`config.mk`:
```
export PLATFORM = sky130hd
export DESIGN_NAME = multi_road_light_ctrl
export DESIGN_NICKNAME = d
export VERILOG_FILES = /design/src/rtl/multi_road_light_ctrl.sv
export SDC_FILE = /design/constraint.sdc
export NUM_CORES = 1
export LEC_CHECK = 0
export CAP_MARGIN = 10
export CORE_ASPECT_RATIO = 1.2
export CORE_MARGIN = 3
export CORE_UTILIZATION = 38
export DETAILED_ROUTE_END_ITERATION = 16
export GPL_TIMING_DRIVEN = 1
export PLACE_DENSITY = 0.76
export SYNTH_ARGS = -nofsm -noshare
export SYNTH_HDL_FRONTEND = slang
export SYNTH_SLANG_ARGS = --single-unit
export TNS_END_PERCENT = 1
```
`constraint.sdc`:
```
create_clock -name clk -period 2.1 [get_ports clk]
set_clock_uncertainty 0.05 [all_clocks]
set_input_delay 0.42 -clock clk [delete_from_list [all_inputs] [get_ports clk]]
set_output_delay 0.42 -clock clk [all_outputs]
set_load 0.02 [all_outputs]
```
`src/rtl/multi_road_light_ctrl.sv`:
```
// multi_road_light_ctrl: N-road intersection sequencer, one green at a time,
// with demand skipping, gap-out, all-red clearance and a countdown output.
module multi_road_light_ctrl #(
  parameter int NUM_ROADS = 2,
  parameter int TIME_W    = 6,
  parameter int ALL_RED_T = 1,
  parameter int MIN_GREEN = 5
) (
  input  logic                         clk,
  input  logic                         rst_n,
  input  logic                         tick,
  input  logic [NUM_ROADS-1:0]         car,
  input  logic [TIME_W-1:0]            green_time,
  input  logic [TIME_W-1:0]            yellow_time,
  output logic [3*NUM_ROADS-1:0]       light,
  output logic [$clog2(NUM_ROADS)-1:0] active_road,
  output logic [TIME_W-1:0]            time_left,
  output logic                         phase_start
);

  localparam int AW = $clog2(NUM_ROADS);
  localparam int GW = $clog2(MIN_GREEN + 1) + 1;
  localparam bit HAS_AR = (ALL_RED_T > 0);
  localparam logic [TIME_W-1:0] AR_LOAD = TIME_W'(ALL_RED_T);
  localparam logic [TIME_W-1:0] ONE = TIME_W'(1);

  typedef enum logic [1:0] {
    S_GREEN,
    S_YELLOW,
    S_ALLRED
  } state_t;

  state_t                 r_state;
  logic [AW-1:0]          r_road;
  logic [TIME_W-1:0]      r_left;
  logic [GW-1:0]          r_gcnt;
  logic [3*NUM_ROADS-1:0] r_light;
  logic                   r_pstart;

  logic [AW-1:0]     w_next;
  logic              w_others;
  logic              w_rest;
  logic              w_gap;
  logic              w_last;
  logic [TIME_W-1:0] w_gload;
  logic [TIME_W-1:0] w_yload;

  function automatic logic [3*NUM_ROADS-1:0] lamps(
    input state_t        s,
    input logic [AW-1:0] rd
  );
    lamps = '0;
    for (int i = 0; i < NUM_ROADS; i++) begin
      if (AW'(i) == rd && s == S_GREEN)
        lamps[3*i+2] = 1'b1;
      else if (AW'(i) == rd && s == S_YELLOW)
        lamps[3*i+1] = 1'b1;
      else
        lamps[3*i] = 1'b1;
    end
  endfunction

  // descending scan so the nearest road after r_road wins
  always_comb begin : next_sel
    logic [AW-1:0] k;
    w_next = '0;
    k      = '0;
    for (int i = NUM_ROADS - 1; i >= 1; i--) begin
      k = AW'((int'(r_road) + i) % NUM_ROADS);
      if (car[k]) w_next = k;
    end
  end

  assign w_others = |(car & ~(NUM_ROADS'(1) << r_road));
  assign w_rest   = (r_road == '0) && !w_others;
  assign w_gap    = !car[r_road] && w_others
                 && (int'(r_gcnt) + 1 >= MIN_GREEN);
  assign w_last   = (r_left <= ONE);
  assign w_gload  = (green_time == '0) ? ONE : green_time;
  assign w_yload  = (yellow_time == '0) ? ONE : yellow_time;

  always_ff @(posedge clk or negedge rst_n) begin
    if (!rst_n) begin
      r_state  <= S_ALLRED;
      r_road   <= '0;
      r_left   <= AR_LOAD;
      r_gcnt   <= '0;
      r_light  <= {NUM_ROADS{3'b001}};
      r_pstart <= 1'b0;
    end else begin
      r_pstart <= 1'b0;
      if (tick) begin
        unique case (r_state)
          S_GREEN: begin
            if (r_gcnt != GW'(MIN_GREEN))
              r_gcnt <= r_gcnt + 1'b1;
            if (w_rest && w_last) begin
              r_left <= ONE;
            end else if (w_gap || w_last) begin
              r_state  <= S_YELLOW;
              r_left   <= w_yload;
              r_light  <= lamps(S_YELLOW, r_road);
              r_pstart <= 1'b1;
            end else begin
              r_left <= r_left - 1'b1;
            end
          end
          S_YELLOW: begin
            if (w_last && HAS_AR) begin
              r_state  <= S_ALLRED;
              r_left   <= AR_LOAD;
              r_light  <= {NUM_ROADS{3'b001}};
              r_pstart <= 1'b1;
            end else if (w_last) begin
              r_state  <= S_GREEN;
              r_road   <= w_next;
              r_left   <= w_gload;
              r_gcnt   <= '0;
              r_light  <= lamps(S_GREEN, w_next);
              r_pstart <= 1'b1;
            end else begin
              r_left <= r_left - 1'b1;
            end
          end
          S_ALLRED: begin
            if (w_last) begin
              r_state  <= S_GREEN;
              r_road   <= w_next;
              r_left   <= w_gload;
              r_gcnt   <= '0;
              r_light  <= lamps(S_GREEN, w_next);
              r_pstart <= 1'b1;
            end else begin
              r_left <= r_left - 1'b1;
            end
          end
          default: r_state <= S_ALLRED;
        endcase
      end
    end
  end

  assign light       = r_light;
  assign active_road = r_road;
  assign time_left   = r_left;
  assign phase_start = r_pstart;

endmodule
```
==> impl_metrics.xml, run 1 <==
<?xml version="1.0" encoding="UTF-8"?>
<metrics>
  <group name="outcome">
    <metric name="status" unit="">complete, but fails checks</metric>
    <metric name="violations_in_the_final_reports" unit="">negative setup slack</metric>
  </group>
  <group name="job">
    <metric name="cap_violations" unit="">0</metric>
  </group>
  <group name="clocking">
    <metric name="worst_skew_pair.late_latency" unit="ns">0.26</metric>
    <metric name="tritoncts_clock_tree" unit="">done</metric>
    <metric name="clkTransAtPathRegs" unit="ns">0.07</metric>
    <metric name="numCtsBuffers" unit="">3</metric>
    <metric name="clkSinkCount" unit="">20</metric>
    <metric name="clockRootBuffer" unit="">sky130_fd_sc_hd__clkbuf_8</metric>
    <metric name="cts.path.max_buffers" unit="">2</metric>
    <metric name="hold_buffers" unit="">0</metric>
    <metric name="cts-htree-levels" unit="">1</metric>
  </group>
  <group name="grt">
    <metric name="track_usage" unit="">0.191</metric>
    <metric name="pin_count_of_the_biggest_net_entering_global_routing" unit="">21</metric>
    <metric name="first_global_vias" unit="">1629</metric>
    <metric name="number_of_antenna_violations_at_the_first_check_in_global_routing" unit="">0</metric>
    <metric name="grt_pass1_wl" unit="um">7290</metric>
    <metric name="globalRoute.totalOverflow" unit="">0</metric>
  </group>
  <group name="routing">
    <metric name="drcViolationCount" unit="">0</metric>
    <metric name="routedWlPerCell" unit="um">15.7</metric>
    <metric name="drt.antenna.violating_nets" unit="">0</metric>
    <metric name="drtIter0Drc" unit="">128</metric>
    <metric name="detailed_route_vias_per_instance" unit="">5.64</metric>
    <metric name="detailedRoute.firstPassIterationCount" unit="">4</metric>
    <metric name="totalWireLength" unit="um">4540</metric>
    <metric name="detailed_route_via_count" unit="">1623</metric>
  </group>
  <group name="yosys">
    <metric name="synthesis.nets" unit="">201</metric>
    <metric name="synthArstFlopShare" unit="">1.00</metric>
    <metric name="yosys_warnings" unit="">0</metric>
    <metric name="synth-edff-count" unit="">0</metric>
    <metric name="ys_seq_elements" unit="">20</metric>
    <metric name="syn_area" unit="um^2">1540</metric>
    <metric name="syn-instance-count" unit="">175</metric>
    <metric name="postSynthAreaPerCell" unit="um^2">8.78</metric>
    <metric name="synth_cell_types" unit="">54</metric>
    <metric name="ys_dominant_reg_cell" unit="">sky130_fd_sc_hd__dfrtp_1</metric>
    <metric name="yosysSeqAreaShare" unit="">0.329</metric>
  </group>
  <group name="placement">
    <metric name="gpl.final_weighted_congestion" unit="">0.951</metric>
    <metric name="dpl-instance-area" unit="um^2">2100</metric>
    <metric name="dp.final_hpwl" unit="um">3310</metric>
    <metric name="dpl.cell_count" unit="">280</metric>
    <metric name="numPortBuffers" unit="">30</metric>
  </group>
  <group name="cells_and_area">
    <metric name="final_design_area_no_fill" unit="um^2">2300</metric>
    <metric name="diodes" unit="">0</metric>
    <metric name="most_common_cell_after_layout_fill_and_taps_aside" unit="">sky130_fd_sc_hd__buf_4</metric>
    <metric name="nFillCells" unit="">322</metric>
    <metric name="fin_util" unit="">0.614</metric>
    <metric name="flow.area_growth_from_synthesis" unit="%">50.0</metric>
    <metric name="nets" unit="">263</metric>
    <metric name="layout-drive-gt1-share" unit="">0.314</metric>
    <metric name="instances_no_fill" unit="">288</metric>
    <metric name="final_cell_mix" unit="">sky130_fd_sc_hd__buf_4 (31), sky130_fd_sc_hd__clkdlybuf4s50_1 (30), sky130_fd_sc_hd__dfrtp_1 (14), sky130_fd_sc_hd__nor2_1 (13), sky130_fd_sc_hd__nand2_1 (13)</metric>
  </group>
  <group name="power_and_ir_drop">
    <metric name="power.leakage" unit="nW">0.981</metric>
    <metric name="vdd.ir_drop.worst" unit="uV">782</metric>
    <metric name="pwr_density_cell" unit="nW/um^2">1600</metric>
    <metric name="power.total" unit="mW">3.68</metric>
  </group>
  <group name="floorplan">
    <metric name="core_area" unit="um^2">3750</metric>
    <metric name="chip_width" unit="um">64.0</metric>
    <metric name="die_outline_area" unit="um^2">4850</metric>
    <metric name="ios" unit="">31</metric>
    <metric name="die_height" unit="um">75.7</metric>
    <metric name="fp-row-count" unit="">24</metric>
    <metric name="initial_utilization" unit="">0.409</metric>
  </group>
  <group name="setup_path">
    <metric name="timing_worst_setup_path_type" unit="">flop to flop</metric>
    <metric name="slack_of_the_worst_reg_to_reg_path" unit="ns">-0.02</metric>
    <metric name="critical_path.cell_chain" unit="">ha_2, and2_4, a21boi_1, o31ai_4, buf_6, a21oi_4, buf_4, nand3b_1, a32oi_1</metric>
    <metric name="crit_path_max_incr_delay" unit="ns">0.42</metric>
    <metric name="worst-endpoint-required" unit="ns">2.23</metric>
    <metric name="ff_to_ff_end" unit="">time_left[1]</metric>
    <metric name="worst_path_dominant_cell_family" unit="">compound AO/OA/AOI/OAI gates</metric>
    <metric name="setup.worst_path.start_class" unit="">flop</metric>
    <metric name="cp_slowest_cell" unit="">sky130_fd_sc_hd__dfrtp_1</metric>
    <metric name="worstPathMaxFanout" unit="">5</metric>
    <metric name="cp-end-kind" unit="">flop</metric>
    <metric name="depth_of_the_worst_register_to_register_path" unit="">9</metric>
    <metric name="timing.critical_path.buf_inv" unit="">2</metric>
    <metric name="worst_ep_arrival_time" unit="ns">2.24</metric>
    <metric name="reg2reg_from" unit="">r_gcnt[0]</metric>
  </group>
  <group name="hold_path">
    <metric name="min_to" unit="">light[4]</metric>
    <metric name="min_delay_path_depth" unit="">1</metric>
    <metric name="worstHoldStart" unit="">light[4]</metric>
    <metric name="holdCritPathClass" unit="">flop to flop</metric>
  </group>
  <group name="sta">
    <metric name="unrepaired_setup_endpoints_after_global_routing" unit="">yes</metric>
    <metric name="timing.final.setup_violations" unit="">4</metric>
    <metric name="worstMarginPinSlew" unit="ns">0.414</metric>
    <metric name="fmaxAchievable" unit="MHz">472</metric>
    <metric name="fin_setup_tns" unit="ns">-0.0493</metric>
    <metric name="max-slew-margin-rel" unit="">0.724</metric>
    <metric name="final-hold-violation-count" unit="">0</metric>
    <metric name="period_needed" unit="ns">2.12</metric>
    <metric name="postLayoutSetupSlackWorst" unit="ns">-0.0186</metric>
    <metric name="fin_crit_sh" unit="">1.01</metric>
    <metric name="maxSlewViolCount" unit="">0</metric>
  </group>
</metrics>
-- power by group --
| part | leakage, nW | switching [mW] | internal (mW) |
|---|---|---|---|
| combinational | 0.711 | 1.42 | 1.28 |
| clock | 0.0228 | 0.129 | 0.135 |
| sequential | 0.247 | 0.144 | 0.568 |
| total | 0.981 | 1.70 | 1.99 |
-- what timing repair did --
action	in CTS	in global routing
gates cloned	0	1
setup endpoints to repair	13	15
pin swaps	7	6
resized for setup	12	18
setup buffers	2	1
-- Yosys cell counts, types with 3 or more instances --
library cell,count,area [um^2]
sky130_fd_sc_hd__clkbuf_1,3,11.3
sky130_fd_sc_hd__dfrtp_1,16,400
sky130_fd_sc_hd__a21oi_1,10,50.1
sky130_fd_sc_hd__a2bb2oi_1,3,26.3
sky130_fd_sc_hd__o21ai_0,14,70.1
sky130_fd_sc_hd__nor4_1,3,18.8
sky130_fd_sc_hd__a32oi_1,3,26.3
sky130_fd_sc_hd__nand2_1,14,52.6
sky130_fd_sc_hd__a31oi_1,3,18.8
sky130_fd_sc_hd__mux2i_1,5,50.1
sky130_fd_sc_hd__nor2_1,14,52.6
sky130_fd_sc_hd__nand2b_1,3,18.8
sky130_fd_sc_hd__inv_1,10,37.5
sky130_fd_sc_hd__xor2_1,4,35.0
sky130_fd_sc_hd__dfstp_2,4,105
sky130_fd_sc_hd__nand3_1,7,35.0
sky130_fd_sc_hd__ha_1,9,113
sky130_fd_sc_hd__nor3_1,5,25.0
-- logic make-up (layout without fill, tap and decap cells) --
logic type | Yosys count | count (layout) | share of synthesized area
simple gates | 62 | 62 | 0.213
compound gates | 54 | 54 | 0.258
flops | 20 | 20 | 0.329
buf+inv | 19 | 80 | 0.0586
fa+ha+maj | 9 | 9 | 0.0733
mux | 6 | 6 | 0.0399
xor+xnor | 5 | 5 | 0.0285
-- metal layers --
metal  global-route usage  wire length [um]
met1                0.224              1860
met4               0.0863               124
met5                    0                 0
met3               0.0221               235
met2                0.350              2310
-- registers in the layout, summed over array words and instances, names as in the netlist --
signal and cells:
r_gcnt 4, light 6, time_left 6, r_state 2, active_road 1, phase_start 1
-- layout make-up --
type / instances / area, um^2 / area share
Clock buffer: 4 / 45.0 / 0.0195
Tap cell: 52 / 65.1 / 0.0282
Sequential cell: 20 / 508 / 0.220
Multi-Input combinational cell: 136 / 1070 / 0.463
Timing Repair Buffer: 66 / 583 / 0.253
Inverter: 10 / 37.5 / 0.0163
-- worst max-delay path by stage --
stage                             from  cells after the start      endpoint
after detailed placement     r_gcnt[0]                      8  time_left[4]
after global placement       r_gcnt[0]                      8  time_left[4]
after CTS                    r_gcnt[0]                      7      light[0]
final                        r_gcnt[0]                      9  time_left[1]
after global routing         r_gcnt[0]                      8      light[2]
after floorplan           time_left[0]                      8  time_left[2]
-- stage by stage --
| stage | hold slack (ns) | setup WS (ns) |
|---|---|---|
| final | 0.444 | -0.0186 |
| after global routing | 0.469 | -0.0936 |
| after CTS | 0.456 | -0.00267 |
| after detailed placement | 0.439 | -0.243 |
| after global placement | 0.425 | -0.206 |
| after floorplan | 0.0744 | -0.0254 |
(Power assumes the default switching activity.)
==> run 2: changes to the inputs <==
- PLACE_DENSITY: 0.76 -> unset
- PLACE_DENSITY_LB_ADDON: unset -> 0.2
==> run 2 against run 1 <==
Compared with the run above:
- the run still ends with negative setup slack left
- maximum frequency shrank 0.36%
- clock-buffer cell count is the same
- sequential cell count is the same
- largest cell class unchanged
==> impl_metrics.xml, run 2 (synthesized netlist as in run 1, its figures left out) <==
<?xml version="1.0" encoding="UTF-8"?>
<metrics>
  <group name="outcome">
    <metric name="status" unit="">complete, but fails checks</metric>
    <metric name="violations_in_the_final_reports" unit="">negative setup slack</metric>
  </group>
  <group name="placement">
    <metric name="dp.final_hpwl" unit="um">3770</metric>
    <metric name="numPortBuffers" unit="">30</metric>
    <metric name="dpl.cell_count" unit="">279</metric>
    <metric name="dpl-instance-area" unit="um^2">2100</metric>
    <metric name="gpl.final_weighted_congestion" unit="">0.958</metric>
  </group>
  <group name="clocking">
    <metric name="cts-htree-levels" unit="">1</metric>
    <metric name="clkTransAtPathRegs" unit="ns">0.08</metric>
    <metric name="worst_skew_pair.late_latency" unit="ns">0.26</metric>
    <metric name="numCtsBuffers" unit="">3</metric>
    <metric name="tritoncts_clock_tree" unit="">done</metric>
    <metric name="clkSinkCount" unit="">20</metric>
    <metric name="cts.path.max_buffers" unit="">2</metric>
    <metric name="clockRootBuffer" unit="">sky130_fd_sc_hd__clkbuf_8</metric>
    <metric name="hold_buffers" unit="">0</metric>
  </group>
  <group name="power_and_ir_drop">
    <metric name="power.leakage" unit="nW">1.00</metric>
    <metric name="pwr_density_cell" unit="nW/um^2">1620</metric>
    <metric name="vdd.ir_drop.worst" unit="uV">663</metric>
  </group>
  <group name="cells_and_area">
    <metric name="diodes" unit="">0</metric>
    <metric name="flow.area_growth_from_synthesis" unit="%">53.4</metric>
    <metric name="nFillCells" unit="">329</metric>
    <metric name="nets" unit="">263</metric>
    <metric name="instances_no_fill" unit="">288</metric>
    <metric name="fin_util" unit="">0.628</metric>
    <metric name="layout-drive-gt1-share" unit="">0.322</metric>
    <metric name="final_cell_mix" unit="">sky130_fd_sc_hd__buf_4 (33), sky130_fd_sc_hd__clkdlybuf4s50_1 (29), sky130_fd_sc_hd__nand2_1 (14), sky130_fd_sc_hd__dfrtp_1 (14)</metric>
    <metric name="final_design_area_no_fill" unit="um^2">2360</metric>
    <metric name="most_common_cell_after_layout_fill_and_taps_aside" unit="">sky130_fd_sc_hd__buf_4</metric>
  </group>
  <group name="routing">
    <metric name="detailed_route_vias_per_instance" unit="">5.58</metric>
    <metric name="detailed_route_via_count" unit="">1606</metric>
    <metric name="drcViolationCount" unit="">0</metric>
    <metric name="totalWireLength" unit="um">4970</metric>
    <metric name="drtIter0Drc" unit="">94</metric>
    <metric name="drt.antenna.violating_nets" unit="">0</metric>
    <metric name="detailedRoute.firstPassIterationCount" unit="">4</metric>
    <metric name="routedWlPerCell" unit="um">17.3</metric>
  </group>
  <group name="floorplan">
    <metric name="initial_utilization" unit="">0.409</metric>
    <metric name="ios" unit="">31</metric>
    <metric name="die_outline_area" unit="um^2">4850</metric>
    <metric name="core_area" unit="um^2">3750</metric>
    <metric name="fp-row-count" unit="">24</metric>
    <metric name="die_height" unit="um">75.7</metric>
    <metric name="chip_width" unit="um">64.0</metric>
  </group>
  <group name="grt">
    <metric name="pin_count_of_the_biggest_net_entering_global_routing" unit="">21</metric>
    <metric name="track_usage" unit="">0.205</metric>
    <metric name="grt_pass1_wl" unit="um">7630</metric>
    <metric name="number_of_antenna_violations_at_the_first_check_in_global_routing" unit="">0</metric>
    <metric name="globalRoute.totalOverflow" unit="">0</metric>
    <metric name="first_global_vias" unit="">1689</metric>
  </group>
  <group name="setup_path">
    <metric name="reg2reg_from" unit="">r_gcnt[1]</metric>
    <metric name="worst_ep_arrival_time" unit="ns">2.23</metric>
    <metric name="crit_path_max_incr_delay" unit="ns">0.42</metric>
    <metric name="worst_setup_path_endpoint" unit="">light[1]</metric>
    <metric name="worst-endpoint-required" unit="ns">2.20</metric>
    <metric name="slack_of_the_worst_reg_to_reg_path" unit="ns">-0.03</metric>
    <metric name="critical_path.startpoint" unit="">r_gcnt[1]</metric>
    <metric name="ff_to_ff_end" unit="">light[1]</metric>
    <metric name="worst_path_dominant_cell_family" unit="">compound AO/OA/AOI/OAI gates</metric>
    <metric name="critical_path.cell_chain" unit="">ha_2, and2_4, a21boi_4, o31ai_4, nand4_1, a31o_4, mux2_4</metric>
    <metric name="worstPathMaxFanout" unit="">6</metric>
    <metric name="timing_worst_setup_path_type" unit="">flop to flop</metric>
    <metric name="cp_slowest_cell" unit="">sky130_fd_sc_hd__dfrtp_1</metric>
    <metric name="cp-end-kind" unit="">flop</metric>
    <metric name="timing.critical_path.buf_inv" unit="">0</metric>
    <metric name="depth_of_the_worst_register_to_register_path" unit="">7</metric>
    <metric name="setup.worst_path.start_class" unit="">flop</metric>
    <metric name="cp.depth" unit="">7</metric>
  </group>
  <group name="sta">
    <metric name="worstMarginPinSlew" unit="ns">0.380</metric>
    <metric name="hold-worst-slack" unit="ns">0.438</metric>
    <metric name="max-slew-margin-rel" unit="">0.746</metric>
    <metric name="fin_crit_sh" unit="">1.01</metric>
    <metric name="maxSlewViolCount" unit="">0</metric>
    <metric name="timing.final.setup_violations" unit="">2</metric>
    <metric name="unrepaired_setup_endpoints_after_global_routing" unit="">yes</metric>
    <metric name="fin_setup_tns" unit="ns">-0.0290</metric>
    <metric name="final-hold-violation-count" unit="">0</metric>
    <metric name="period_needed" unit="ns">2.13</metric>
    <metric name="fmaxAchievable" unit="MHz">470</metric>
    <metric name="postLayoutSetupSlackWorst" unit="ns">-0.0263</metric>
  </group>
  <group name="job">
    <metric name="cap_violations" unit="">0</metric>
  </group>
  <group name="hold_path">
    <metric name="holdCritPathClass" unit="">primary input to async pin</metric>
  </group>
</metrics>
## run 2: cell types whose count changed in the layout (fill, tap and decap cells not counted), sizes merged
cell,previous run,this run
clkdlybuf4s50,30,29
dlymetal6s2s,0,1
## run 2: cell type report
class,count,area [um^2],share of cell area
repair buffers,66,593,0.252
multi-input cells,136,1100,0.466
inverters,10,37.5,0.0159
flip-flops and latches,20,508,0.215
well taps,52,65.1,0.0276
clock buffers,4,55.1,0.0234
## run 2: worst min path at each step
stage                   from     endpoint  cells after the start  slack, ns
floorplan              rst_n  active_road                      0       0.07
global placement    light[4]     light[4]                      1       0.43
detailed placement  light[4]     light[4]                      1       0.42
CTS                 light[4]     light[4]                      1       0.44
global route           rst_n    r_gcnt[3]                      2       0.47
finish                 rst_n    r_gcnt[3]                      2       0.44
## run 2: routing by layer
layer,wire (um),up-vias,global-route usage,share of wire
met5,0,-,0,0
met4,49,0,0.0432,0.0099
met3,215,8,0.0310,0.043
met2,2780,56,0.433,0.56
met1,1920,772,0.210,0.39
li1,-,770,-,-
## run 2: per-stage QoR
stage	setup slack (ns)	power (mW)
floorplan	-0.0254	2.15
global placement	-0.0616	3.05
detailed placement	-0.118	3.10
CTS	-0.0280	3.66
global route	-0.105	4.04
finish	-0.0263	3.81
## run 2: worst register-to-register path, delay by kind of cell (launching register included)
kind            cells  cell delay, ns
flops               1            0.42
mux                 1            0.30
compound gates      3            0.72
simple gates        2            0.32
fa+ha+maj           1            0.21
## run 2: timing repair
item	CTS	global route
gates cloned	0	0
setup buffers	5	0
pin swaps	10	3
resized for setup	19	13
endpoints found under the setup margin	9	17
endpoints found under the hold margin	0	0
## run 2: power breakdown
part / switching [mW] / internal [mW]
clock: 0.137 / 0.167
combinational: 1.46 / 1.32
sequential: 0.154 / 0.568
total: 1.75 / 2.06
==> run 3: changes to the inputs <==
- CAP_MARGIN: 10 -> 20
- CORE_MARGIN: 3 -> 1
- CORE_UTILIZATION: 38 -> 36
==> run 3 against run 2 <==
Compared with the run above:
- sequential power shrank 0.6%
- via count shrank 1.4%
- the flow now finishes without violations
- cell area fell by 2.5%
- worst hold slack improved by 0.016 ns
- worst setup slack better by 0.059 ns
- non-clock buffer count shrank 3
- critical path depth unchanged
- largest power group unchanged
- global-route usage is 0.40 points higher
- highest routed layer unchanged
- maximum frequency grew 2.9%
- wire length shrank 8.9%
==> impl_metrics.xml, run 3 (synthesized netlist as in run 1, its figures left out) <==
<?xml version="1.0" encoding="UTF-8"?>
<metrics>
  <group name="clocking">
    <metric name="cts-htree-levels" unit="">1</metric>
    <metric name="numCtsBuffers" unit="">3</metric>
    <metric name="clkSinkCount" unit="">20</metric>
    <metric name="clockRootBuffer" unit="">sky130_fd_sc_hd__clkbuf_8</metric>
    <metric name="clkTransAtPathRegs" unit="ns">0.08</metric>
    <metric name="tritoncts_clock_tree" unit="">done</metric>
    <metric name="worst_skew_pair.late_latency" unit="ns">0.25</metric>
    <metric name="cts.path.max_buffers" unit="">2</metric>
  </group>
  <group name="grt">
    <metric name="globalRoute.totalOverflow" unit="">0</metric>
    <metric name="first_global_vias" unit="">1602</metric>
    <metric name="track_usage" unit="">0.209</metric>
    <metric name="pin_count_of_the_biggest_net_entering_global_routing" unit="">21</metric>
    <metric name="number_of_antenna_violations_at_the_first_check_in_global_routing" unit="">0</metric>
    <metric name="grt_pass1_wl" unit="um">7120</metric>
  </group>
  <group name="routing">
    <metric name="drcViolationCount" unit="">0</metric>
    <metric name="detailed_route_via_count" unit="">1584</metric>
    <metric name="highest_signal_layer_in_the_routed_design" unit="">met4</metric>
    <metric name="detailed_route_vias_per_instance" unit="">5.52</metric>
    <metric name="drt.antenna.violating_nets" unit="">0</metric>
    <metric name="drtIter0Drc" unit="">44</metric>
    <metric name="met3_wirelength" unit="um">194</metric>
    <metric name="detailedRoute.firstPassIterationCount" unit="">4</metric>
    <metric name="detailed_routing_wirelength_on_met1" unit="um">1840</metric>
    <metric name="met2WireLength" unit="um">2400</metric>
    <metric name="routedWlPerCell" unit="um">15.8</metric>
    <metric name="totalWireLength" unit="um">4530</metric>
  </group>
  <group name="setup_path">
    <metric name="cp_slowest_cell" unit="">sky130_fd_sc_hd__dfstp_2</metric>
    <metric name="timing_worst_setup_path_type" unit="">flop to flop</metric>
    <metric name="crit_path_max_incr_delay" unit="ns">0.56</metric>
    <metric name="critical_path.cell_chain" unit="">ha_2, nor2_4, or3_4, o21ai_4, nand2_4, a31o_4, mux2_2</metric>
    <metric name="worstPathMaxFanout" unit="">6</metric>
    <metric name="worst_ep_arrival_time" unit="ns">2.16</metric>
    <metric name="worst-endpoint-required" unit="ns">2.19</metric>
    <metric name="setup.worst_path.start_class" unit="">flop</metric>
    <metric name="cp-end-kind" unit="">flop</metric>
    <metric name="depth_of_the_worst_register_to_register_path" unit="">7</metric>
  </group>
  <group name="cells_and_area">
    <metric name="diodes" unit="">0</metric>
    <metric name="layout-drive-gt1-share" unit="">0.322</metric>
    <metric name="instances_no_fill" unit="">287</metric>
    <metric name="most_common_cell_after_layout_fill_and_taps_aside" unit="">sky130_fd_sc_hd__buf_4</metric>
    <metric name="nFillCells" unit="">400</metric>
    <metric name="nets" unit="">260</metric>
    <metric name="final_cell_mix" unit="">sky130_fd_sc_hd__buf_4 (32), sky130_fd_sc_hd__clkdlybuf4s50_1 (30), sky130_fd_sc_hd__nand2_1 (14), sky130_fd_sc_hd__dfrtp_1 (14), sky130_fd_sc_hd__nor2_1 (13)</metric>
    <metric name="flow.area_growth_from_synthesis" unit="%">49.6</metric>
    <metric name="fin_util" unit="">0.574</metric>
  </group>
  <group name="floorplan">
    <metric name="ios" unit="">31</metric>
    <metric name="fp-row-count" unit="">25</metric>
    <metric name="die_height" unit="um">73.6</metric>
    <metric name="die_outline_area" unit="um^2">4530</metric>
    <metric name="initial_utilization" unit="">0.384</metric>
    <metric name="core_area" unit="um^2">4000</metric>
    <metric name="chip_width" unit="um">61.6</metric>
  </group>
  <group name="placement">
    <metric name="dp.final_hpwl" unit="um">3350</metric>
    <metric name="gpl.final_weighted_congestion" unit="">0.919</metric>
    <metric name="dpl.cell_count" unit="">279</metric>
    <metric name="numPortBuffers" unit="">30</metric>
  </group>
  <group name="sta">
    <metric name="timing.final.setup_violations" unit="">0</metric>
    <metric name="fin_setup_tns" unit="ns">0</metric>
    <metric name="period_needed" unit="ns">2.07</metric>
    <metric name="unrepaired_setup_endpoints_after_global_routing" unit="">yes</metric>
    <metric name="maxSlewViolCount" unit="">0</metric>
    <metric name="fin_crit_sh" unit="">0.984</metric>
    <metric name="final-hold-violation-count" unit="">0</metric>
    <metric name="hold-worst-slack" unit="ns">0.454</metric>
    <metric name="fmaxAchievable" unit="MHz">484</metric>
    <metric name="max-slew-margin-rel" unit="">0.722</metric>
    <metric name="worstMarginPinSlew" unit="ns">0.417</metric>
  </group>
  <group name="power_and_ir_drop">
    <metric name="power.leakage" unit="nW">0.967</metric>
    <metric name="power.total" unit="mW">3.74</metric>
    <metric name="pwr_density_cell" unit="nW/um^2">1630</metric>
    <metric name="vdd.ir_drop.worst" unit="uV">655</metric>
  </group>
  <group name="outcome">
    <metric name="status" unit="">finished clean</metric>
  </group>
  <group name="hold_path">
    <metric name="min_delay_path_depth" unit="">1</metric>
    <metric name="holdCritPathClass" unit="">flop to flop</metric>
  </group>
  <group name="job">
    <metric name="cap_violations" unit="">0</metric>
  </group>
</metrics>
-- run 3: cell types whose count changed in the layout (fill, tap and decap cells not counted), moves of 2 or more --
cell	delta
sky130_fd_sc_hd__a21oi_1	-4
sky130_fd_sc_hd__o21ai_0	-4
sky130_fd_sc_hd__o21ai_1	+3
sky130_fd_sc_hd__a21oi_2	+2
sky130_fd_sc_hd__a21oi_4	+2
sky130_fd_sc_hd__ha_2	+2
sky130_fd_sc_hd__ha_4	-2
sky130_fd_sc_hd__o31ai_4	-2
-- run 3: per-stage QoR --
| step | area [um^2] | setup slack, ns |
|---|---|---|
| after floorplan | 1540 | -0.0254 |
| after global placement | 2080 | -0.0821 |
| after detailed placement | 2080 | -0.110 |
| after CTS | 2190 | -0.0153 |
| after global routing | 2300 | -0.0685 |
| final | 2300 | 0.0328 |
-- run 3: timing repair --
item,in CTS,in global routing
hold buffers,0,0
resized for setup,10,23
buffers inserted,1,3
setup endpoints to repair,11,15
pin swaps,5,13
-- run 3: critical path, delay by kind of cell (launching register included) --
kind	cells	cell delay [ns]
compound gates	2	0.34
flops	1	0.56
mux	1	0.27
simple gates	3	0.53
fa+ha+maj	1	0.21
-- run 3: routing by layer --
layer  track usage  up-vias
li1              -      759
met1         0.255      762
met2         0.368       55
met3        0.0229        8
met4        0.0741        0
met5             0        -
-- run 3: path summary, 6_finish.rpt --
check / from / end / slack (ns)
hold / removal: light[5] / light[5] / 0.45
setup reg to reg: time_left[0] / light[1] / 0.03
min in group asynchronous: rst_n / r_gcnt[2] / 0.46
setup / recovery: time_left[0] / light[1] / 0.03
hold reg to reg: light[5] / light[5] / 0.45
max in group asynchronous: rst_n / light[3] / 1.27
-- run 3: final cells by class --
type | count | area [um^2] | area share
Tap cell | 54 | 67.6 | 0.0294
Inverter | 10 | 37.5 | 0.0163
Multi-Input combinational cell | 136 | 1080 | 0.469
Timing Repair Buffer | 63 | 552 | 0.240
Clock buffer | 4 | 55.1 | 0.0240
Sequential cell | 20 | 508 | 0.221
-- run 3: power by group --
part	leakage [nW]	internal [mW]	switching, mW
Sequential	0.247	0.567	0.151
Combinational	0.691	1.30	1.43
Clock	0.0288	0.167	0.129
